--- config.mk ---
export PLATFORM = sky130hd
export DESIGN_NAME = instr_fetch
export DESIGN_NICKNAME = d
export VERILOG_FILES = /design/src/rtl/proc_pkg.sv /design/src/rtl/fetch_fifo.sv /design/src/rtl/instr_fetch.sv
export SDC_FILE = /design/constraint.sdc
export NUM_CORES = 1
export LEC_CHECK = 0
export BUFFER_PORTS_ARGS = -buffer_cell sky130_fd_sc_hd__buf_2
export CAP_MARGIN = 10
export CORE_MARGIN = 2
export CORE_UTILIZATION = 54
export DETAILED_ROUTE_END_ITERATION = 6
export PLACE_DENSITY = 0.8
export SLEW_MARGIN = 20
export SYNTH_ARGS = -nofsm -noshare
export SYNTH_HDL_FRONTEND = slang
export SYNTH_SLANG_ARGS = --single-unit
--- constraint.sdc ---
create_clock -name clock -period 2.3 [get_ports clock]
set_input_delay 0.345 -clock clock [delete_from_list [all_inputs] [get_ports clock]]
set_output_delay 0.345 -clock clock [all_outputs]
set_load 0.02 [all_outputs]
--- src/rtl/proc_pkg.sv ---
// Shared processor definitions: datapath width default,
// fetch FSM state encodings and the canonical NOP word.
package proc_pkg;

  localparam int XLEN_DEFAULT = 32;

  // addi x0, x0, 0
  localparam logic [31:0] NOP = 32'h0000_0013;

  typedef enum logic [1:0] {
    IDLE  = 2'd0,
    REQ   = 2'd1,
    WAIT  = 2'd2,
    DRAIN = 2'd3
  } fetch_state_e;

endpackage

--- src/rtl/fetch_fifo.sv ---
// Fetched-instruction buffer: first-word-fall-through FIFO with registered storage.
// Ports: push/wdata in, pop/rdata out, flush clears, full/empty/count status.
module fetch_fifo #(
  parameter int depth = 2,
  parameter int width = 64
) (
  input  logic                    clock,
  input  logic                    reset_n,
  input  logic                    push,
  input  logic [width-1:0]        wdata,
  input  logic                    pop,
  input  logic                    flush,
  output logic [width-1:0]        rdata,
  output logic                    full,
  output logic                    empty,
  output logic [$clog2(depth):0]  count
);

  localparam int AW = $clog2(depth);
  localparam int CW = AW + 1;
  localparam logic [CW-1:0] DEPTH_C = CW'(depth);

  logic [width-1:0] mem_q [depth];
  logic [AW-1:0]    wr_ptr_q;
  logic [AW-1:0]    rd_ptr_q;
  logic [CW-1:0]    count_q;
  logic             do_push;
  logic             do_pop;

  assign count = count_q;
  assign full  = (count_q == DEPTH_C);
  assign empty = (count_q == '0);
  assign rdata = mem_q[rd_ptr_q];

  // a push into a full buffer is fine when the head leaves in the same cycle
  assign do_pop  = pop && !empty;
  assign do_push = push && (!full || do_pop);

  // pointers are power-of-two wide, so natural overflow is the modulo wrap
  always_ff @(posedge clock or negedge reset_n) begin
    if (!reset_n) begin
      wr_ptr_q <= '0;
      rd_ptr_q <= '0;
      count_q  <= '0;
      for (int i = 0; i < depth; i++) begin
        mem_q[i] <= '0;
      end
    end else if (flush) begin
      wr_ptr_q <= '0;
      rd_ptr_q <= '0;
      count_q  <= '0;
    end else begin
      if (do_push) begin
        mem_q[wr_ptr_q] <= wdata;
        wr_ptr_q        <= wr_ptr_q + 1'b1;
      end
      if (do_pop) begin
        rd_ptr_q <= rd_ptr_q + 1'b1;
      end
      count_q <= count_q + CW'(do_push) - CW'(do_pop);
    end
  end

endmodule

--- src/rtl/instr_fetch.sv ---
// Instruction fetch: takes PCs, issues one memory read at a time, buffers results.
// Ports: pc_in/pc_valid/pc_ready, flush, imem_* bus, instr_out/instr_pc/valid/ready.
module instr_fetch
  import proc_pkg::*;
#(
  parameter int FIFO_DEPTH = 2,
  parameter int XLEN       = XLEN_DEFAULT
) (
  input  logic            clock,
  input  logic            reset_n,
  input  logic [XLEN-1:0] pc_in,
  input  logic            pc_valid,
  output logic            pc_ready,
  input  logic            flush,
  output logic [XLEN-1:0] imem_addr,
  output logic            imem_req,
  input  logic            imem_gnt,
  input  logic            imem_rvalid,
  input  logic [XLEN-1:0] imem_rdata,
  output logic [XLEN-1:0] instr_out,
  output logic [XLEN-1:0] instr_pc,
  output logic            instr_valid,
  input  logic            instr_ready
);

  localparam int CW = $clog2(FIFO_DEPTH) + 1;
  localparam logic [CW-1:0] DEPTH_C = CW'(FIFO_DEPTH);

  localparam logic [1:0] S_IDLE  = IDLE;
  localparam logic [1:0] S_REQ   = REQ;
  localparam logic [1:0] S_WAIT  = WAIT;
  localparam logic [1:0] S_DRAIN = DRAIN;

  logic [1:0]        state_q;
  logic [1:0]        state_d;
  logic [XLEN-1:0]   addr_q;
  logic              inflight_q;
  logic [CW-1:0]     count;
  logic              full;
  logic              empty;
  logic              full_or_reserved;
  logic              accept;
  logic              push;
  logic              pop;
  logic [2*XLEN-1:0] head;

  // a slot is claimed when the PC is taken, so a response always fits
  assign full_or_reserved =
    full || ((count + CW'(inflight_q)) == DEPTH_C);

  assign pc_ready = (state_q == S_IDLE)
                  && !full_or_reserved
                  && !flush;
  assign accept   = pc_valid && pc_ready;

  assign imem_req  = (state_q == S_REQ);
  assign imem_addr = addr_q;

  assign push = (state_q == S_WAIT) && imem_rvalid && !flush;
  assign pop  = instr_valid && instr_ready;

  assign instr_valid           = !empty;
  assign {instr_pc, instr_out} = head;

  // a flushed request that was already granted still owes one rvalid,
  // which DRAIN swallows; one that returns with the flush is just dropped
  always_comb begin
    state_d = state_q;
    unique case (state_q)
      S_IDLE: begin
        if (accept) state_d = S_REQ;
      end
      S_REQ: begin
        if (imem_gnt)   state_d = flush ? S_DRAIN : S_WAIT;
        else if (flush) state_d = S_IDLE;
      end
      S_WAIT: begin
        if (imem_rvalid) state_d = S_IDLE;
        else if (flush)  state_d = S_DRAIN;
      end
      S_DRAIN: begin
        if (imem_rvalid) state_d = S_IDLE;
      end
      default: state_d = S_IDLE;
    endcase
  end

  always_ff @(posedge clock or negedge reset_n) begin
    if (!reset_n) begin
      state_q    <= S_IDLE;
      addr_q     <= '0;
      inflight_q <= 1'b0;
    end else begin
      state_q    <= state_d;
      inflight_q <= (state_d != S_IDLE);
      if (accept) begin
        addr_q <= pc_in;
      end
    end
  end

  fetch_fifo #(
    .depth (FIFO_DEPTH),
    .width (2 * XLEN)
  ) u_fifo (
    .clock   (clock),
    .reset_n (reset_n),
    .push    (push),
    .wdata   ({addr_q, imem_rdata}),
    .pop     (pop),
    .flush   (flush),
    .rdata   (head),
    .full    (full),
    .empty   (empty),
    .count   (count)
  );

endmodule

=== Yosys cells after proc, flatten, opt, wreduce, memory -nomap -nowiden ===
Cells that the tools add are included.

* Register bits after elaboration: 167
* Latch bits: 0
* Memory bits (writable): 0
* ROM bits: 0
* Input port bits: 71
* Output and inout port bits: 99
* Memories: 0

* $add $sub $neg: 5
* Multiply operators: 0
* Divide/modulo/power cells: 0
* Magnitude comparators: 3
* Eq/ne operators: 5
* Shift-type cells: 0
* Muxes and demuxes: 19
* Bitwise operators: 3
* Reduce and logical (&&, ||, !) cells: 21

{| class="wikitable"
|+ Operator list
! operator !! count
|-
| 64-bit two-way mux || 4
|-
| 128-bit bitwise mux || 1
|-
| 64-bit demux with 1-bit select || 1
|-
| 2-bit two-way mux || 7
|-
| 1-bit logical AND || 9
|-
| 2-bit equality test, second input constant || 4
|-
| 2-bit one-hot mux with 4 select lines || 1
|-
| 2-bit nonzero test || 3
|-
| 1-bit two-way mux || 5
|-
| 2-bit by 1-bit adder with 2-bit output || 2
|-
| 2-bit >= comparator, second input constant || 2
|-
| 1-bit zero test || 4
|-
| 2-bit zero test || 2
|-
| 1-bit NOT with 2-bit output || 2
|-
| 1-bit adder, second input constant || 2
|-
| 2-bit by 1-bit equality test with 1-bit output, second input constant || 1
|-
| 1-bit logical OR || 2
|-
| 2-bit by 1-bit < comparator with 1-bit output, second input constant || 1
|-
| 2-bit AND reduction || 1
|-
| 2-bit by 1-bit subtractor with 2-bit output || 1
|-
| 1-bit NOT || 1
|}

=== Depth between registers and ports, before layout ===
Gate-level depths: netlist (run 1).

* Word-level depth: 10
* Mapped depth: 7
* Mapped depth without buffers: 7

=== Modules after synthesis ===
From an unflattened synthesis (run 1), not the netlist that was laid out.

* Cell total of the unflattened synthesis: 461
* Area total of the unflattened synthesis: 7548.5 sq um

{| class="wikitable"
|+ By module, submodules not included
! module !! instances !! cells each !! area each (sq um) !! sequential area each (sq um)
|-
| fetch_fifo || 1 || 365 || 5979.5 || 3303.2
|-
| instr_fetch || 1 || 96 || 1569.0 || 875.8
|}

=== Least setup slack after synthesis (run 1) ===
Ideal clock, no wire load.

* Kind: register -> register
* Start point: register u_fifo.count_q[1] (netlist: u_fifo.count[1])
* End point: register u_fifo.count_q[0] (netlist: u_fifo.count[0])
* Data arrival time: 1.659 ns
* Required time: 2.182 ns
* Setup slack: 0.524 ns
* Cell stages (with the launch flop): 7
* Path buffers: 0
* Period minus slack after synthesis: 1.776 ns
* Cells stage by stage: dfrtp_1 or2_2 and2_1 ha_1 inv_1 ha_1 nor2b_1

* Longest elaborated chain between the ends: 9
* Elaborated cells on any way between the ends: 11

{| class="wikitable"
|+ Ends and longest elaborated chain
! element !! line !! source
|-
| start, declared || fetch_fifo.sv:26 || <nowiki>logic [CW-1:0] count_q;</nowiki>
|-
| start signal, assigned || fetch_fifo.sv:60 || <nowiki>count_q <= count_q + CW'(do_push) - CW'(do_pop);</nowiki>
|-
| 2-bit zero test * || fetch_fifo.sv:32 || <nowiki>assign empty = (count_q == '0);</nowiki>
|-
| 1-bit zero test * || instr_fetch.sv:62 || <nowiki>assign instr_valid = !empty;</nowiki>
|-
| named net instr_valid || instr_fetch.sv:22 || <nowiki>output logic instr_valid,</nowiki>
|-
| 1-bit logical AND || instr_fetch.sv:60 || <nowiki>assign pop = instr_valid && instr_ready;</nowiki>
|-
| 1-bit logical AND * || fetch_fifo.sv:36 || <nowiki>assign do_pop = pop && !empty;</nowiki>
|-
| 1-bit logical OR || fetch_fifo.sv:37 || <nowiki>assign do_push = push && (!full || do_pop);</nowiki>
|-
| 1-bit logical AND || fetch_fifo.sv:37 ||
|-
| 2-bit by 1-bit adder with 2-bit output || fetch_fifo.sv:60 ||
|-
| 2-bit by 1-bit subtractor with 2-bit output * || fetch_fifo.sv:60 ||
|-
| 2-bit two-way mux * || fetch_fifo.sv:48 || <nowiki>end else if (flush) begin</nowiki>
|}

The timed path passes the listed nets; every way through them passes the cells marked *.
A chain may end at the register's enable or synchronous reset.

=== Worst setup path in the final report (run 1) ===
* Start point: register u_fifo.rd_ptr_q
* End point: output port instr_out[23]

* Longest elaborated chain between the ends: 4

{| class="wikitable"
|+ Ends and longest elaborated chain
! element !! line !! source
|-
| start, declared || fetch_fifo.sv:25 || <nowiki>logic [AW-1:0] rd_ptr_q;</nowiki>
|-
| start signal, assigned || fetch_fifo.sv:58 || <nowiki>rd_ptr_q <= rd_ptr_q + 1'b1;</nowiki>
|-
| 1-bit NOT with 2-bit output (implied by the code) || fetch_fifo.sv:33 || <nowiki>assign rdata = mem_q[rd_ptr_q];</nowiki>
|-
| 64-bit two-way mux (implied by the code) (3 in a row) || fetch_fifo.sv:33 ||
|-
| end, declared || instr_fetch.sv:20 || <nowiki>output logic [XLEN-1:0] instr_out,</nowiki>
|}

No other way between the ends. The select of a mux whose other input is x is not followed.

==> impl_results.md, run 1 <==
- Run status: finished, final reports clean
- Syn_area_per_cell: 16.31 um2
- Main area contributors after synthesis: dfrtp_1 (57%), mux2_2 (25%), mux2_4 (10%)
- CP endpoint kind: primary output
- IO Pins: 170
- DR iter-0 viols: 154
- Cts repair resizes: 0
- Insertion delay to the later sink of the worst-skew pair: 420 ps
- YS warnings: 0
- Top-area cell type share of the netlist area: 0.5744
- Pwr Total: 13.30 mW
- Slew @ Worst Pin: 570.0 ps
- Area Overhead vs Synth: 23.80%
- Crit-path slowest cell: buf_4
- Largest net degree at the start of global routing: 57
- Multi-input gate area: 2959 um2
- Synth Flop Type: dfrtp_1
- Initial antenna violation count: 0
- Final number of hold-violating endpoints: 0
- Fin crit period: 2143 ps
- Die area: 14420 um2
- Gate count of the mapped netlist: 446
- Hpwl dp: 9.787 mm
- Routability cong.: 0.7762
- Flops & latches, synth: 167
- Starting density of the core: 0.5516
- Sequential fraction of the synthesis area: 0.5744
- Layout cells sized above 1: 0.6672
- Final worst-path cycle share: 0.9317
- Pre-antenna DRT Iters: 4
- DRC Markers: 0
- TritonCTS clock tree: yes
- Pwr dens: 1477 nW/um2
- Synth area leader: dfrtp_1
- Routed WL per cell: 18.18 um
- Most numerous cell in the Yosys netlist: dfrtp_1
- Final setup vio count: 0
- Post CTS Setup Buffer Count: 0
- Class of the tightest hold or removal check: in -> reg
- Clk sinks: 167
- VDD IR-drop max: 0.7681 mV
- CP arrival: 1800 ps
- Total gr overflow: 0
- Worst-path clk slew: 60 ps
- Num rows: 42
- Vias in the first global route: 4764
- Die X: 120.1 um
- EDFF count, synth: 0
- Worst slew margin: 0.6200
- Met3 Use GR: 0.06321
- Post-Place Worst Slack: 286.7 ps
- Fin worst setup slack: 157.1 ps
- Delay-heaviest family, CP: buffers and inverters
- CP required: 1960 ps
- Post-synth ARST share: 1.000
- CTS Buffer Depth: 2
- CP cell instances: buf_4, mux2_2, buf_2
- Fmax: 466.7 MHz
- Core region area: 13190 um2
- Total CTS buffers: 17
- # diodes: 0
- GR Util All Layers: 0.2155
- Die height: 120.1 um
- Seq. cell area: 4180 um2
- Met2 GRT Util: 0.3612
- CTS Root Cell: clkbuf_16
- Global Route met1 Usage: 0.2614
- RSZ-0062 raised after global routing: false
- Syn_nets: 520
- DR vias/cell: 5.373
- Leak pwr: 4.682 nW
- Global-route wire length before repair: 24.02 mm
- Crit path kind: reg -> out
- Netlist cell types: 29
- H-tree levels: 4
- WL final: 14.78 mm
- Clk_skew: 6.978 ps
- Port Buffers: 169
- Worst Path Buf+Inv: 2
- Nets: 699
- Commonest cells post-synth: dfrtp_1 (167), mux2_2 (159), mux2_4 (49)
- Most used routing layer: met2
- Via count: 4368
- Startpoint types: flip-flop
- Worst Path Max Fanout: 31
- Crit-path max cell delay: 410 ps
- Fin. max-slew vios: 0
- Mapped Area: 7276 um2
- Post-route setup TNS: 0 ps
- Routed Antenna Nets: 0
- Max-cap viol count: 0
- Fill cells: 903
-- per-layer routing --
layer | up-vias | wire length, um
met4 | 0 | 294
li1 | 1951 | -
met2 | 131 | 7394
met3 | 24 | 912
met5 | - | 0
met1 | 2262 | 6181
-- sequential cells by signal (all words and copies together), names as in the netlist --
| name | flops |
|---|---|
| u_fifo.mem_q | 128 |
| u_fifo.rd_ptr_q | 1 |
| u_fifo.count | 2 |
| imem_addr | 32 |
| state_q | 2 |
| inflight_q | 1 |
| u_fifo.wr_ptr_q | 1 |
-- repair_timing --
item / in CTS / in global routing
setup endpoints to repair: 0 / 0
hold endpoints to repair: 45 / 0
hold buffers: 1 / 0
-- worst register-to-register path, delay by kind of cell (launching register included) --
kind | cells | cell delay [ps]
DFF | 1 | 470
and+or+nand+nor | 2 | 540
buffers and inverters | 1 | 480
muxes | 1 | 410
-- report_power, final --
part | leakage [nW] | switching, mW | internal, mW
Clock | 0.302 | 1.09 | 1.84
Combinational | 2.24 | 2.73 | 2.68
Sequential | 2.14 | 0.825 | 4.13
-- placed cells by master, fill, tap and decap left out, drive strengths merged --
cell type	instances
clkinvlp	1
nor2	3
and2	1
xnor2	3
clkbuf	24
a2111oi	1
nand3b	1
nand3	1
ha	3
nand2b	1
nand2	2
nor2b	3
o21a	1
or2	1
nor3b	1
inv	2
o21ai	2
xor2	1
mux2	224
dfrtp	167
a21o	1
clkinv	3
nor3	1
or3	1
o211ai	1
bufinv	3
nand4bb	1
dlygate4sd3	1
buf	182
-- path summary, 6_finish.rpt --
| kind | depth (start not counted) | slack (ps) | start | end |
|---|---|---|---|---|
| max in group asynchronous | 3 | 1210 | reset_n | u_fifo.mem_q[49]$_DFFE_PN0P_ |
| worst min register to register | 1 | 490 | u_fifo.mem_q[63]$_DFFE_PN0P_ | u_fifo.mem_q[63]$_DFFE_PN0P_ |
| worst max-delay path | 3 | 160 | u_fifo.rd_ptr_q$_DFFE_PN0P_ | instr_out[23] |
| worst max register to register | 4 | 300 | u_fifo.count[1]$_DFF_PN0_ | u_fifo.mem_q[65]$_DFFE_PN0P_ |
| min in group asynchronous | 2 | 440 | reset_n | u_fifo.mem_q[75]$_DFFE_PN0P_ |
| worst min-delay path | 2 | 130 | pc_in[26] | imem_addr[26]$_DFFE_PN0P_ |
-- cells by family after synthesis --
family                   count (synthesis)  share of synthesized area
AO/OA/AOI/OAI                            6                   0.008943
XOR/XNOR                                 4                   0.004816
adder cells (fa/ha/maj)                  3                   0.005160
buffers and inverters                   25                    0.02081
flip-flops                             167                     0.5744
multiplexers                           224                     0.3720
AND/OR/NAND/NOR                         17                    0.01393
-- per-stage QoR --
step	cells	utilization	hold WS [ps]	instance area [um2]
3_3_place_gp	781	0.6353	301.6	8379
6_report	813	0.6829	132.4	9007
2_1_floorplan	446	-	49.41	7276
3_5_place_dp	781	0.6353	313.6	8379
5_1_grt	813	0.6829	124.9	9007
4_1_cts	813	0.6829	113.4	9007
-- final cells by class --
cell class,count,area share
well taps,176,0.02445
clock buffers,24,0.05570
repair buffers,183,0.1135
inverters,2,0.0008334
flip-flops and latches,167,0.4641
clock inverters,7,0.01292
multi-input cells,254,0.3285
(Power assumes the default switching activity.)
==> inputs of run 2 (changes only) <==
- CORE_UTILIZATION: 54 -> 58
- PLACE_DENSITY: 0.8 -> 0.85
- RECOVER_POWER: default -> 25
- clock period: 2.3 -> 2.6 ns (I/O delays scaled with it)
==> impl_results.md, run 2 (synthesized netlist as in run 1, its figures left out) <==
- Worst-path clk slew: 60 ps (about the same)
- RSZ-0062 raised after global routing: false (unchanged)
- Post CTS Setup Buffer Count: 0 (unchanged)
- DRC Markers: 0 (unchanged)
- CP cell instances: ha_1, xnor2_1, o211ai_4, buf_4, mux2_2 (was buf_4, mux2_2, buf_2)
- Die height: 116 um (was 120.1 um)
- Comb pwr share: 0.418 (was 0.407)
- Die X: 116 um (was 120.1 um)
- Clk sinks: 167 (unchanged)
- CTS Root Cell: clkbuf_16 (unchanged)
- Delay-heaviest family, CP: compound AO/OA/AOI/OAI gates (was buffers and inverters)
- Startpoint types: flip-flop (unchanged)
- Largest register FFs: 128 (unchanged)
- CTS Buffer Depth: 2 (unchanged)
- Die area: 13460 um2 (was 14420 um2)
- TritonCTS clock tree: yes (unchanged)
- Fin. max-slew vios: 0 (unchanged)
- Most flops, register: u_fifo.mem_q (unchanged)
- Crit-path max cell delay: 700 ps (was 410 ps)
- R2R cell count: 5 (was 4)
- Final number of hold-violating endpoints: 0 (unchanged)
- Crit path kind: reg -> reg (was reg -> out)
- Clock power share: 0.200 (was 0.221)
- Fmax: 421.5 MHz
- Pwr Total: 11.41 mW (was 13.30 mW)
- Total gr overflow: 0 (unchanged)
- VDD IR-drop max: 0.8213 mV (was 0.7681 mV)
- Fin crit period: 2373 ps
- Total CTS buffers: 17 (unchanged)
- Most common cell after layout, fill and taps aside: dfrtp_1 (was buf_2)
- Layout cells sized above 1: 0.6476 (was 0.6672)
- Final worst-path cycle share: 0.9125
- Commonest cells after routing, fill and taps aside: dfrtp_1 (166), mux2_2 (159), buf_2 (159) (was buf_2 (168), dfrtp_1 (166), mux2_2 (159))
- Switch Pwr: 4.063 mW (was 4.650 mW)
- Run status: finished, final reports clean (unchanged)
- R2R Setup Slk: 230 ps (was 300 ps)
- Num rows: 40 (was 42)
- CP required: 2900 ps (was 1960 ps)
- H-tree levels: 4 (unchanged)
- Via count: 4357 (was 4368)
- DR iter-0 viols: 230 (was 154)
- Global-route wire length before repair: 23.81 mm (was 24.02 mm)
- Post-route setup TNS: 0 ps (unchanged)
- Pre-antenna DRT Iters: 5 (was 4)
- Flop pwr share: 0.382 (was 0.373)
- Final setup vio count: 0 (unchanged)
- Hold depth: 2 (unchanged)
- Hold Buf Count CTS: 1 (unchanged)
- # diodes: 0 (unchanged)
- GR Util All Layers: 0.2346 (was 0.2155)
- Int Power: 7.349 mW (was 8.653 mW)
- Largest net degree at the start of global routing: 88 (was 57)
- Nets: 695 (was 699)
- Routability cong.: 0.7758 (was 0.7762)
- Core region area: 12110 um2 (was 13190 um2)
- Slew @ Worst Pin: 1225 ps (was 570.0 ps)
- Fill cells: 782 (was 903)
- WL final: 14.87 mm (was 14.78 mm)
- Cts repair resizes: 0 (unchanged)
- Routed Antenna Nets: 0 (unchanged)
- Worst slew margin: 0.1835 (was 0.6200)
- CP arrival: 2670 ps (was 1800 ps)
- Worst Path Buf+Inv: 1 (was 2)
- Class of the tightest hold or removal check: in -> reg (unchanged)
- Port Buffers: 169 (unchanged)
- Hpwl dp: 9.948 mm (was 9.787 mm)
- Routed WL per cell: 18.64 um (was 18.18 um)
- Levels on crit path: 5 (was 3)
- CP endpoint kind: flip-flop (was primary output)
- DR vias/cell: 5.460 (was 5.373)
- Clk_skew: 7.228 ps (was 6.978 ps)
- Vias in the first global route: 4661 (was 4764)
- IO Pins: 170 (unchanged)
- Area Overhead vs Synth: 21.48% (was 23.80%)
- Insertion delay to the later sink of the worst-skew pair: 420 ps (about the same)
- Worst Path Max Fanout: 20 (was 31)
- Leak pwr: 4.591 nW (was 4.682 nW)
- Max-cap viol count: 0 (unchanged)
- Sw frac: 0.3560 (was 0.3495)
- Pwr dens: 1291 nW/um2 (was 1477 nW/um2)
- Starting density of the core: 0.6007 (was 0.5516)
- Crit-path slowest cell: o211ai_4 (was buf_4)
- Initial antenna violation count: 0 (unchanged)
## run 2: cell count changes in the layout (fill, tap and decap cells not counted), sizes merged
cell / change
buf: -14
clkbuf: +9
bufinv: -2
clkinv: +1
clkinvlp: -1
## run 2: routing by layer
metal / part of all wire / wire [um] / up-vias / GRT usage
met2: 0.49 / 7353 / 115 / 0.3805
met1: 0.43 / 6461 / 2273 / 0.3055
met4: 0.015 / 216 / 0 / 0.08016
li1: - / - / 1949 / -
met3: 0.057 / 841 / 20 / 0.06851
met5: 0 / 0 / - / 0
## run 2: path summary, 6_finish.rpt
path | from | end
worst max-delay path | u_fifo.count[0]$_DFF_PN0_ | imem_addr[9]$_DFFE_PN0P_
worst min-delay path | pc_in[29] | imem_addr[29]$_DFFE_PN0P_
worst min register to register | u_fifo.mem_q[10]$_DFFE_PN0P_ | u_fifo.mem_q[10]$_DFFE_PN0P_
worst max register to register | u_fifo.count[0]$_DFF_PN0_ | imem_addr[9]$_DFFE_PN0P_
max in group asynchronous | reset_n | u_fifo.mem_q[38]$_DFFE_PN0P_
min in group asynchronous | reset_n | u_fifo.mem_q[39]$_DFFE_PN0P_
## run 2: area by class of cell
type,instances,area [um2],area share
tap,168,210.2,0.02378
clock inverter,5,50.05,0.005663
inverter,2,7.507,0.0008494
multi-input combinational,254,2959,0.3348
sequential,167,4180,0.4730
clock buffer,23,478.0,0.05408
timing repair buffer,179,953.4,0.1079
## run 2: power by group through the flow
stage / combinational, mW / clock, mW / sequential [mW]
after floorplan: 3.14 / 0 / 4.48
after global placement: 4.68 / 0 / 4.28
after detailed placement: 4.80 / 0 / 4.38
after CTS: 4.84 / 2.34 / 4.35
after global routing: 5.09 / 2.45 / 4.50
final: 4.76 / 2.28 / 4.36
## run 2: through the flow
stage / util / std cells / hold WS, ps / cell area (um2) / worst slack, ps
finish: 0.7298 / 798 / 178.4 / 8838 / 227.4
global route: 0.7298 / 798 / 176.1 / 8838 / 84.15
CTS: 0.7319 / 798 / 162.0 / 8865 / 223.3
detailed placement: 0.6875 / 769 / 350.1 / 8327 / 241.8
global placement: 0.6875 / 769 / 341.9 / 8327 / 365.4
floorplan: - / 446 / 94.41 / 7276 / 803.1
==> inputs of run 3 (changes only) <==
- ABC_AREA: default -> 1
- CORE_UTILIZATION: 58 -> 59
- PLACE_DENSITY: 0.85 -> 0.86
==> impl_results.md, run 3 <==
- Routed Antenna Nets: 0 (unchanged)
- GR Util All Layers: 0.2660 (was 0.2346)
- EDFF count, synth: 0 (unchanged)
- Failing checks: capacitance limit, slew limit
- Clk sinks: 167 (unchanged)
- Initial antenna violation count: 0 (unchanged)
- Post-synth ARST share: 1.000 (unchanged)
- Total CTS buffers: 17 (unchanged)
- Crit path kind: reg -> out (was reg -> reg)
- Die area: 13850 um2 (was 13460 um2)
- CTS Buffer Depth: 2 (unchanged)
- YS warnings: 0 (unchanged)
- Vias in the first global route: 5990 (was 4661)
- VDD IR-drop max: 0.8914 mV (was 0.8213 mV)
- H-tree levels: 4 (unchanged)
- Die X: 117.7 um (was 116 um)
- Worst hold margin: 154.3 ps (was 178.4 ps)
- Leak pwr: 5.091 nW (was 4.591 nW)
- Num rows: 41 (was 40)
- Startpoint types: flip-flop (unchanged)
- Insertion delay to the later sink of the worst-skew pair: 430 ps (was 420 ps)
- Largest register FFs: 128 (unchanged)
- Synth area leader: dfrtp_1 (unchanged)
- CP endpoint kind: primary output (was flip-flop)
- Port Buffers: 169 (unchanged)
- Slew @ Worst Pin: 1855 ps (was 1225 ps)
- Run status: finished with violations (was finished, final reports clean)
- Nets: 1110 (was 695)
- Top-area cell type share of the netlist area: 0.5480 (was 0.5744)
- CTS Root Cell: clkbuf_16 (unchanged)
- Gate count of the mapped netlist: 887 (was 446)
- Pwr dens: 1260 nW/um2 (was 1291 nW/um2)
- Final setup vio count: 0 (unchanged)
- Syn_nets: 961 (was 520)
- Total gr overflow: 0 (unchanged)
- Via count: 6361 (was 4357)
- Fin. max-slew vios: 71 (was 0)
- Layout cells sized above 1: 0.2698 (was 0.6476)
- Syn_area_per_cell: 8.598 um2 (was 16.31 um2)
- DRC Markers: 0 (unchanged)
- Netlist cell types: 24 (was 29)
- CP required: 2210 ps (was 2900 ps)
- Mapped Area: 7626 um2 (was 7276 um2)
- Routability cong.: 0.8067 (was 0.7758)
- Routed WL per cell: 14.32 um (was 18.64 um)
- DR iter-0 viols: 424 (was 230)
- Synth Flop Type: dfrtp_1 (unchanged)
- Hold Buf Count CTS: 0 (was 1)
- Core region area: 12620 um2 (was 12110 um2)
- Starting density of the core: 0.6043 (was 0.6007)
- Pre-antenna DRT Iters: 5 (unchanged)
- TritonCTS clock tree: yes (unchanged)
- Final number of hold-violating endpoints: 0 (unchanged)
- Die height: 117.7 um (was 116 um)
- Worst Path Max Fanout: 42 (was 20)
- Fmax: 434.2 MHz (was 421.5 MHz)
- Area Overhead vs Synth: 19.72% (was 21.48%)
- Max-cap viol count: 1 (was 0)
- Largest net degree at the start of global routing: 73 (was 88)
- Flops & latches, synth: 167 (unchanged)
- Commonest cells after routing, fill and taps aside: nand2_1 (403), buf_2 (168), dfrtp_1 (166) (was dfrtp_1 (166), mux2_2 (159), buf_2 (159))
- # diodes: 0 (unchanged)
- Global-route wire length before repair: 29.33 mm (was 23.81 mm)
- Final worst-path cycle share: 0.8858 (was 0.9125)
- Fin crit period: 2303 ps (was 2373 ps)
- IO Pins: 170 (unchanged)
- Most numerous cell in the Yosys netlist: nand2_1 (was dfrtp_1)
- Worst-path clk slew: 60 ps (about the same)
- CP arrival: 1910 ps (was 2670 ps)
- Most common cell after layout, fill and taps aside: nand2_1 (was dfrtp_1)
- Post-route setup TNS: 0 ps (unchanged)
- Hpwl dp: 11.64 mm (was 9.948 mm)
- Worst slew margin: -0.2368 (was 0.1835)
- Commonest cells post-synth: nand2_1 (403), dfrtp_1 (167), inv_1 (77) (was dfrtp_1 (167), mux2_2 (159), mux2_4 (49))
- Post CTS Setup Buffer Count: 0 (unchanged)
- Class of the tightest hold or removal check: in -> reg (unchanged)
- Sequential fraction of the synthesis area: 0.5480 (was 0.5744)
- Clk_skew: 8.280 ps (was 7.228 ps)
- Main area contributors after synthesis: dfrtp_1 (55%), nand2_1 (20%), o21ai_2 (6.3%) (was dfrtp_1 (57%), mux2_2 (25%), mux2_4 (10%))
- Most flops, register: u_fifo.mem_q (unchanged)
- WL final: 17.48 mm (was 14.87 mm)
- Cts repair resizes: 0 (unchanged)
- RSZ-0062 raised after global routing: false (unchanged)
- DR vias/cell: 5.210 (was 5.460)
run 3: cell count changes after synthesis, sizes merged, moves of 7 or more:
| cell | before | now |
|---|---|---|
| clkbuf | 7 | 14 |
| inv | 2 | 79 |
| nand2 | 2 | 404 |
| nand4 | 0 | 32 |
| o21ai | 2 | 129 |
| mux2 | 224 | 0 |
| buf | 16 | 41 |
run 3: final timing paths:
kind / startpoint / to / slack (ps) / cells past startpoint
max: u_fifo.rd_ptr_q$_DFFE_PN0P_ / instr_pc[15] / 300 / 5
min: flush / u_fifo.count[0]$_DFF_PN0_ / 150 / 2
max reg2reg: state_q[0]$_DFF_PN0_ / imem_addr[18]$_DFFE_PN0P_ / 610 / 6
min reg2reg: u_fifo.mem_q[87]$_DFFE_PN0P_ / u_fifo.mem_q[87]$_DFFE_PN0P_ / 480 / 2
max in group asynchronous: reset_n / u_fifo.rd_ptr_q$_DFFE_PN0P_ / 920 / 1
min in group asynchronous: reset_n / u_fifo.mem_q[5]$_DFFE_PN0P_ / 470 / 1
run 3: area by class of cell:
class                   count  area [um2]
well taps                 172       215.2
inverters                  79       296.5
clock inverters            10       143.9
clock buffers              22       484.2
repair buffers            185        1054
flip-flops and latches    167        4180
multi-input cells         586        2756
fillers                   983        3490
run 3: through the flow:
stage | utilization | area [um2] | power [mW] | std cells | setup slack [ps]
after floorplan | - | 7626 | 7.362 | 887 | 1069
after detailed placement | 0.6742 | 8508 | 8.875 | 1189 | 582.6
after global routing | 0.7235 | 9130 | 12.27 | 1221 | 189.5
final | 0.7235 | 9130 | 11.50 | 1221 | 297.0
after CTS | 0.7240 | 9136 | 11.55 | 1221 | 302.4
after global placement | 0.6742 | 8508 | 8.708 | 1189 | 652.5
run 3: per-layer routing:
metal	wire [um]	up-vias	track usage
li1	-	3090	-
met1	7194	2981	0.3549
met2	8437	254	0.4215
met3	1505	36	0.07171
met4	344	0	0.09639
met5	0	-	0
run 3: kinds of logic (layout without fill, tap and decap cells):
logic type               count (synthesis)  count (layout)  share of synthesized area
AO/OA/AOI/OAI                          131             131                     0.1132
XOR/XNOR                                 1               1                   0.001149
adder cells (fa/ha/maj)                  3               3                   0.004923
buffers and inverters                  134             296                    0.09270
flip-flops                             167             167                     0.5480
AND/OR/NAND/NOR                        451             451                     0.2400
run 3: power breakdown:
group	leakage (nW)	internal [mW]	total [mW]	switching, mW
clock	0.299	1.62	2.63	1.02
sequential	2.20	3.61	4.28	0.675
combinational	2.60	1.53	4.59	3.06
run 3: critical path, stage by stage (launching register included):
cell	delay, ps
dfrtp_2	530
inv_2	90
buf_4	430
nand2_1	110
nand2_1	120
buf_2	180
